**config.mk**
```make
export PLATFORM = sky130hd
export DESIGN_NAME = serial_subtractor_flat
export DESIGN_NICKNAME = d
export VERILOG_FILES = /design/src/rtl/serial_subtractor_pkg.sv /design/src/rtl/serial_subtractor_if.sv /design/src/rtl/serial_subtractor_full_subtractor.sv /design/src/rtl/serial_subtractor.sv /design/src/flat_wrapper.sv
export SDC_FILE = /design/constraint.sdc
export NUM_CORES = 1
export LEC_CHECK = 0
export ABC_AREA = 1
export ABC_CLOCK_PERIOD_IN_PS = 2800
export BUFFER_PORTS_ARGS = -buffer_cell sky130_fd_sc_hd__clkbuf_2
export CELL_PAD_IN_SITES_DETAIL_PLACEMENT = 2
export CELL_PAD_IN_SITES_GLOBAL_PLACEMENT = 2
export CORE_MARGIN = 4
export CORE_UTILIZATION = 35
export DETAILED_ROUTE_END_ITERATION = 8
export PLACE_DENSITY = 0.91
export SYNTH_ARGS = -nofsm -noshare
export SYNTH_HDL_FRONTEND = slang
export SYNTH_SLANG_ARGS = --single-unit
```
**constraint.sdc**
```tcl
create_clock -name clk -period 2.8 [get_ports clk]
set_input_delay 0.56 -clock clk [delete_from_list [all_inputs] [get_ports clk]]
set_output_delay 0.56 -clock clk [all_outputs]
set_load 0.05 [all_outputs]
```
**src/rtl/serial_subtractor_pkg.sv**
```systemverilog
// Shared arithmetic definitions: FSM state encodings and counter sizing helper
// for the bit-serial arithmetic blocks.
package serial_arith_pkg;

  typedef enum logic [1:0] {
    IDLE = 2'd0,
    RUN  = 2'd1,
    DONE = 2'd2
  } state_t;

  // Bits needed to count 0..w-1, never less than one.
  function automatic int cnt_width(input int w);
    return ($clog2(w) < 1) ? 1 : $clog2(w);
  endfunction

endpackage

```
**src/rtl/serial_subtractor_if.sv**
```systemverilog
// Start/done handshake and operand/result bus of the serial subtractor.
// The ovf signal exists only when SERIAL_SUB_OVF_EN is defined.
interface serial_subtractor_if #(
  parameter int WIDTH = 8
);
  logic             start;
  logic [WIDTH-1:0] a;
  logic [WIDTH-1:0] b;
  logic             busy;
  logic             done;
  logic [WIDTH-1:0] diff;
  logic             bout;
`ifdef SERIAL_SUB_OVF_EN
  logic             ovf;

  modport master (output start, a, b, input busy, done, diff, bout, ovf);
  modport slave  (input start, a, b, output busy, done, diff, bout, ovf);
`else
  modport master (output start, a, b, input busy, done, diff, bout);
  modport slave  (input start, a, b, output busy, done, diff, bout);
`endif
endinterface

```
**src/rtl/serial_subtractor_full_subtractor.sv**
```systemverilog
// Combinational one-bit full-subtractor cell: d = x - y - bin.
module full_subtractor (
  input  logic x,
  input  logic y,
  input  logic bin,
  output logic d,
  output logic bout
);
  assign d    = x ^ y ^ bin;
  assign bout = (~x & y) | (~(x ^ y) & bin);
endmodule

```
**src/rtl/serial_subtractor.sv**
```systemverilog
// Bit-serial subtractor, LSB first, one full-subtractor cell and a borrow flop.
// Optional signed-overflow output enabled by defining SERIAL_SUB_OVF_EN.
module serial_subtractor
  import serial_arith_pkg::*;
#(
  parameter int WIDTH = 8
) (
  input  logic                clk,
  input  logic                rst_n,
  serial_subtractor_if.slave  bus
);

  localparam int            CW   = cnt_width(WIDTH);
  localparam logic [CW-1:0] LAST = CW'(WIDTH - 1);

  state_t           r_state;
  state_t           w_state_next;
  logic [WIDTH-1:0] r_a;
  logic [WIDTH-1:0] r_b;
  logic [WIDTH-1:0] r_res;
  logic [WIDTH-1:0] r_diff;
  logic             r_br;
  logic             r_bout;
  logic [CW-1:0]    r_cnt;
  logic             w_d;
  logic             w_br_next;
  logic             w_accept;
  logic             w_last;

  full_subtractor u_fs (
    .x    (r_a[0]),
    .y    (r_b[0]),
    .bin  (r_br),
    .d    (w_d),
    .bout (w_br_next)
  );

  assign w_accept = (r_state == IDLE) && bus.start;
  assign w_last   = (r_state == RUN) && (r_cnt == LAST);

  always_ff @(posedge clk or negedge rst_n) begin
    if (!rst_n) begin
      r_state <= IDLE;
    end else begin
      r_state <= w_state_next;
    end
  end

  always_comb begin
    w_state_next = r_state;
    case (r_state)
      IDLE:    if (bus.start) w_state_next = RUN;
      RUN:     if (r_cnt == LAST) w_state_next = DONE;
      DONE:    w_state_next = IDLE;
      default: w_state_next = IDLE;
    endcase
  end

  always_ff @(posedge clk or negedge rst_n) begin
    if (!rst_n) begin
      r_a    <= '0;
      r_b    <= '0;
      r_res  <= '0;
      r_diff <= '0;
      r_br   <= 1'b0;
      r_bout <= 1'b0;
      r_cnt  <= '0;
    end else if (w_accept) begin
      r_a   <= bus.a;
      r_b   <= bus.b;
      r_br  <= 1'b0;
      r_cnt <= '0;
    end else if (r_state == RUN) begin
      r_a   <= r_a >> 1;
      r_b   <= r_b >> 1;
      r_res <= {w_d, r_res[WIDTH-1:1]};
      r_br  <= w_br_next;
      r_cnt <= r_cnt + 1'b1;
      // The last bit goes straight into the held result so it is valid in DONE.
      if (w_last) begin
        r_diff <= {w_d, r_res[WIDTH-1:1]};
        r_bout <= w_br_next;
      end
    end
  end

`ifdef SERIAL_SUB_OVF_EN
  logic r_a_msb;
  logic r_b_msb;
  logic r_ovf;

  // Operand MSBs are shifted away during RUN, so keep copies for the overflow test.
  always_ff @(posedge clk or negedge rst_n) begin
    if (!rst_n) begin
      r_a_msb <= 1'b0;
      r_b_msb <= 1'b0;
      r_ovf   <= 1'b0;
    end else if (w_accept) begin
      r_a_msb <= bus.a[WIDTH-1];
      r_b_msb <= bus.b[WIDTH-1];
    end else if (w_last) begin
      r_ovf <= (r_a_msb ^ r_b_msb) & (w_d ^ r_a_msb);
    end
  end

  assign bus.ovf = r_ovf;
`endif

  assign bus.busy = (r_state == RUN);
  assign bus.done = (r_state == DONE);
  assign bus.diff = r_diff;
  assign bus.bout = r_bout;

endmodule

```
**src/flat_wrapper.sv**
```systemverilog
// flat-port wrapper written by rule: the top's interface ports become plain ports
module serial_subtractor_flat import serial_arith_pkg::*;
#(
  parameter int WIDTH = 8
)
  (clk, rst_n, bus_start, bus_a, bus_b, bus_busy, bus_done, bus_diff, bus_bout);
  serial_subtractor_if #(.WIDTH(WIDTH)) bus_i ();
  input  logic clk;
  input  logic rst_n;
  input wire logic [$bits(bus_i.start)-1:0] bus_start;
  input wire logic [$bits(bus_i.a)-1:0] bus_a;
  input wire logic [$bits(bus_i.b)-1:0] bus_b;
  output wire logic [$bits(bus_i.busy)-1:0] bus_busy;
  output wire logic [$bits(bus_i.done)-1:0] bus_done;
  output wire logic [$bits(bus_i.diff)-1:0] bus_diff;
  output wire logic [$bits(bus_i.bout)-1:0] bus_bout;
  assign bus_i.start = bus_start;
  assign bus_i.a = bus_a;
  assign bus_i.b = bus_b;
  assign bus_busy = bus_i.busy;
  assign bus_done = bus_i.done;
  assign bus_diff = bus_i.diff;
  assign bus_bout = bus_i.bout;
  serial_subtractor #(.WIDTH(WIDTH)) u_core (.clk(clk), .rst_n(rst_n), .bus(bus_i));
endmodule
```
==> summary.txt <==
Setup path
  • Worst setup EP type: output port
  • Req. time, crit path: 2.24 ns
  • Critical Path AT: 1.28 ns
  • Critical path fanouts, max: 3
  • Critical path class: flop to output port
  • CP max stage delay: 0.41 ns
  • WP buf/inv: 2
  • Crit path max-delay family: buffers and inverters
  • Worst Setup SP: u_core.r_state[1]
  • Startpoint Class: flop
  • CP max stage cell: dfrtp_1
  • Crit path cell chain: inv_1 -> nor2_1 -> clkbuf_2
  • Worst r2r src: u_core.r_state[1]

Final layout
  • Final nets: 234
  • Area growth syn-to-layout: 14.1%
  • Post-route insts no fill: between 200 and 300
  • Layout cells sized above 1: between 10% and 20%
  • Util after Layout: a little over two fifths
  • # fillers: 507
  • # diodes: 0

STA
  • Fin Clk Skew: approximately 0.0061 ns
  • Fmax: 0.543 GHz
  • Sum Neg Setup Slack: 0 ns
  • Transition time of the tightest slew-check pin: just under 1 ns
  • Hold Slack: about 0.42 ns
  • Final Max Slew Viols: 0
  • Final Hold Fails: 0
  • RSZ-0062 raised after global routing: no
  • Final WS setup: 0.958 ns
  • Fin crit share: roughly 66%
  • Slew headroom: 33.9%
  • Tmin final: ~1.8 ns
  • # setup viols final: 0

Detailed routing
  • Routed wire length: between 4 and 5 mm
  • DR WL/cell: approximately 16 um
  • DRC: 0
  • Drt pass-1 iters: 4
  • Total number of vias: 1372
  • Antenna-violating nets left: 0
  • DRT iter0 DRCs: 88
  • Via/cell ratio: 5.22

Global route
  • First-pass GRT wire length: approximately 7.3 mm
  • Vias in the first global route: about 1500
  • GRT Total Usage: ~16%
  • Initial antenna violation count: 0
  • Pin count of the biggest net entering global routing: 39
  • GR Overflow Total: 0

Synth
  • Yosys top cell area share: a little under three fifths
  • Distinct cell type count after synthesis: 17
  • Area leader, netlist: dfrtp_1
  • Synth Cell Area: between 0.0015 and 0.002 mm^2
  • Most used DFF post-synth: dfrtp_1
  • Synthesized instance count: 183
  • Register area share after synthesis: between 50% and 60%
  • Commonest cells in the netlist: 60 x nand2_1, 48 x nand3_1, 38 x dfrtp_1, 8 x inv_1, 5 x o21ai_1
  • Largest cells by area after synthesis: dfrtp_1 57%, nand3_1 15%, nand2_1 14%
  • Post-synth EDFFs: 0
  • Synthesized net count: around 210
  • Synth warn: 0
  • Synthesized flop and latch total: 38
  • Syn Area/Cell: between 9 and 10 um^2
  • Async SR Flop Fraction: between 90% and 100%
  • Most frequent cell after synthesis: nand2_1

Floorplanning
  • Die extent in y: 76.8 um
  • Initial core utilization: 37.0%
  • Total core area: 0.00447 mm^2
  • Std-Cell Rows: 24
  • Ports: 30
  • Die Wd: approximately 77 um
  • Full die area: 0.00589 mm^2

Place
  • Inst Count DP: around 260
  • Final HPWL from detailed placement: between 2 and 3 mm
  • Pre-CTS setup slack: ~1.1 ns
  • I/O Buffers: 29
  • RePlAce Congestion: about 0.7

Clocking
  • Depth of the CTS H-tree: 2
  • Sink Count: 38
  • Clk_lat worst skew: ~0.29 ns
  • Cts repair resizes: 0
  • Clock tree root buffer cell: clkbuf_8
  • CTS Buf Count: 5
  • Clk slew on worst S/H paths: around 0.070 ns
  • Hold_buf cts: 0
  • Post-CTS setup buffers: 0
  • Max Buffers Root-to-Sink: 2
  • TritonCTS clock tree: yes

Power
  • Power per Cell Area: about 1100 mW/mm^2
  • Leak: between 0.0009 and 0.001 uW
  • Peak VDD IR: 0.447 mV

Outcome
  • Status: completed

Min path
  • Min-delay worst type: input port to async pin

Job
  • Max cap viols: 0
[kinds of logic (layout without fill, tap and decap cells)]
| group | Yosys count | after routing | synth area share (%) |
|---|---|---|---|
| simple gates | 115 | 115 | 30.6 |
| flops | 38 | 38 | 57.4 |
| buf+inv | 18 | 46 | 6.50 |
| compound gates | 9 | 9 | 2.72 |
| fa+ha+maj | 3 | 3 | 2.72 |
[where the power goes]
group          internal, uW  total [uW]  switching [uW]
combinational           247         881             634
clock                   190         370             180
sequential              767         910             143
[placed cells by master (no fill, tap or decap)]
master	instances
o21ai_1	5
nand2_1	60
nand2_2	2
ha_1	2
fa_1	1
clkbuf_2	29
nor2_4	1
nor2_1	3
inv_1	8
dfrtp_1	38
inv_2	1
nor2_2	1
o21ai_0	4
nand3_1	48
clkbuf_8	6
buf_4	2
[state kept, by name, summed over array words and instances, names as in the netlist]
signal / flops
u_core.r_state: 2
u_core.r_res: 7
u_core.r_cnt: 3
u_core.bus.diff: 8
u_core.bus.bout: 1
u_core.r_br: 1
u_core.r_b: 8
u_core.r_a: 8
[worst reg2reg max path, delay by kind of cell, from the launching register on]
kind / cells / cell delay, ns
buffers and inverters: 1 / 0.16
AND/OR/NAND/NOR: 4 / 1.03
flip-flops: 1 / 0.42
[cell type report]
| cell class | instances | area, um^2 | share of cell area, % |
|---|---|---|---|
| Clock buffer | 6 | 82.6 | 4.37 |
| Timing Repair Buffer | 31 | 160 | 8.48 |
| Inverter | 9 | 33.8 | 1.79 |
| Sequential cell | 38 | 951 | 50.3 |
| Multi-Input combinational cell | 127 | 597 | 31.6 |
| Tap cell | 52 | 65.1 | 3.44 |
[layer usage]
layer	part of all wire (%)	GRT usage (%)	wire (um)
met1	46	20.6	1940
met2	49	25.2	2080
met3	3.7	4.68	158
met4	1.3	5.43	54
met5	0	0	0
[metrics by stage]
step           area [um^2]  power (uW)
2_1_floorplan         1660        1610
3_3_place_gp          1810        1750
4_1_cts               1890        2200
5_1_grt               1890        2350
3_5_place_dp          1810        1800
6_report              1890        2160
[path summary, 6_finish.rpt]
check / end / slack, ns / cells past startpoint
min in group clk: u_core.r_b[7] / 0.47 / 3
hold reg to reg: u_core.bus.diff[1] / 0.48 / 2
setup reg to reg: u_core.bus.diff[0] / 1.13 / 5
hold / removal: u_core.bus.diff[5] / 0.42 / 1
setup / recovery: bus_done / 0.96 / 3
max in group asynchronous: u_core.r_a[6] / 1.76 / 1
No activity file was read; power rests on OpenSTA's default activity.
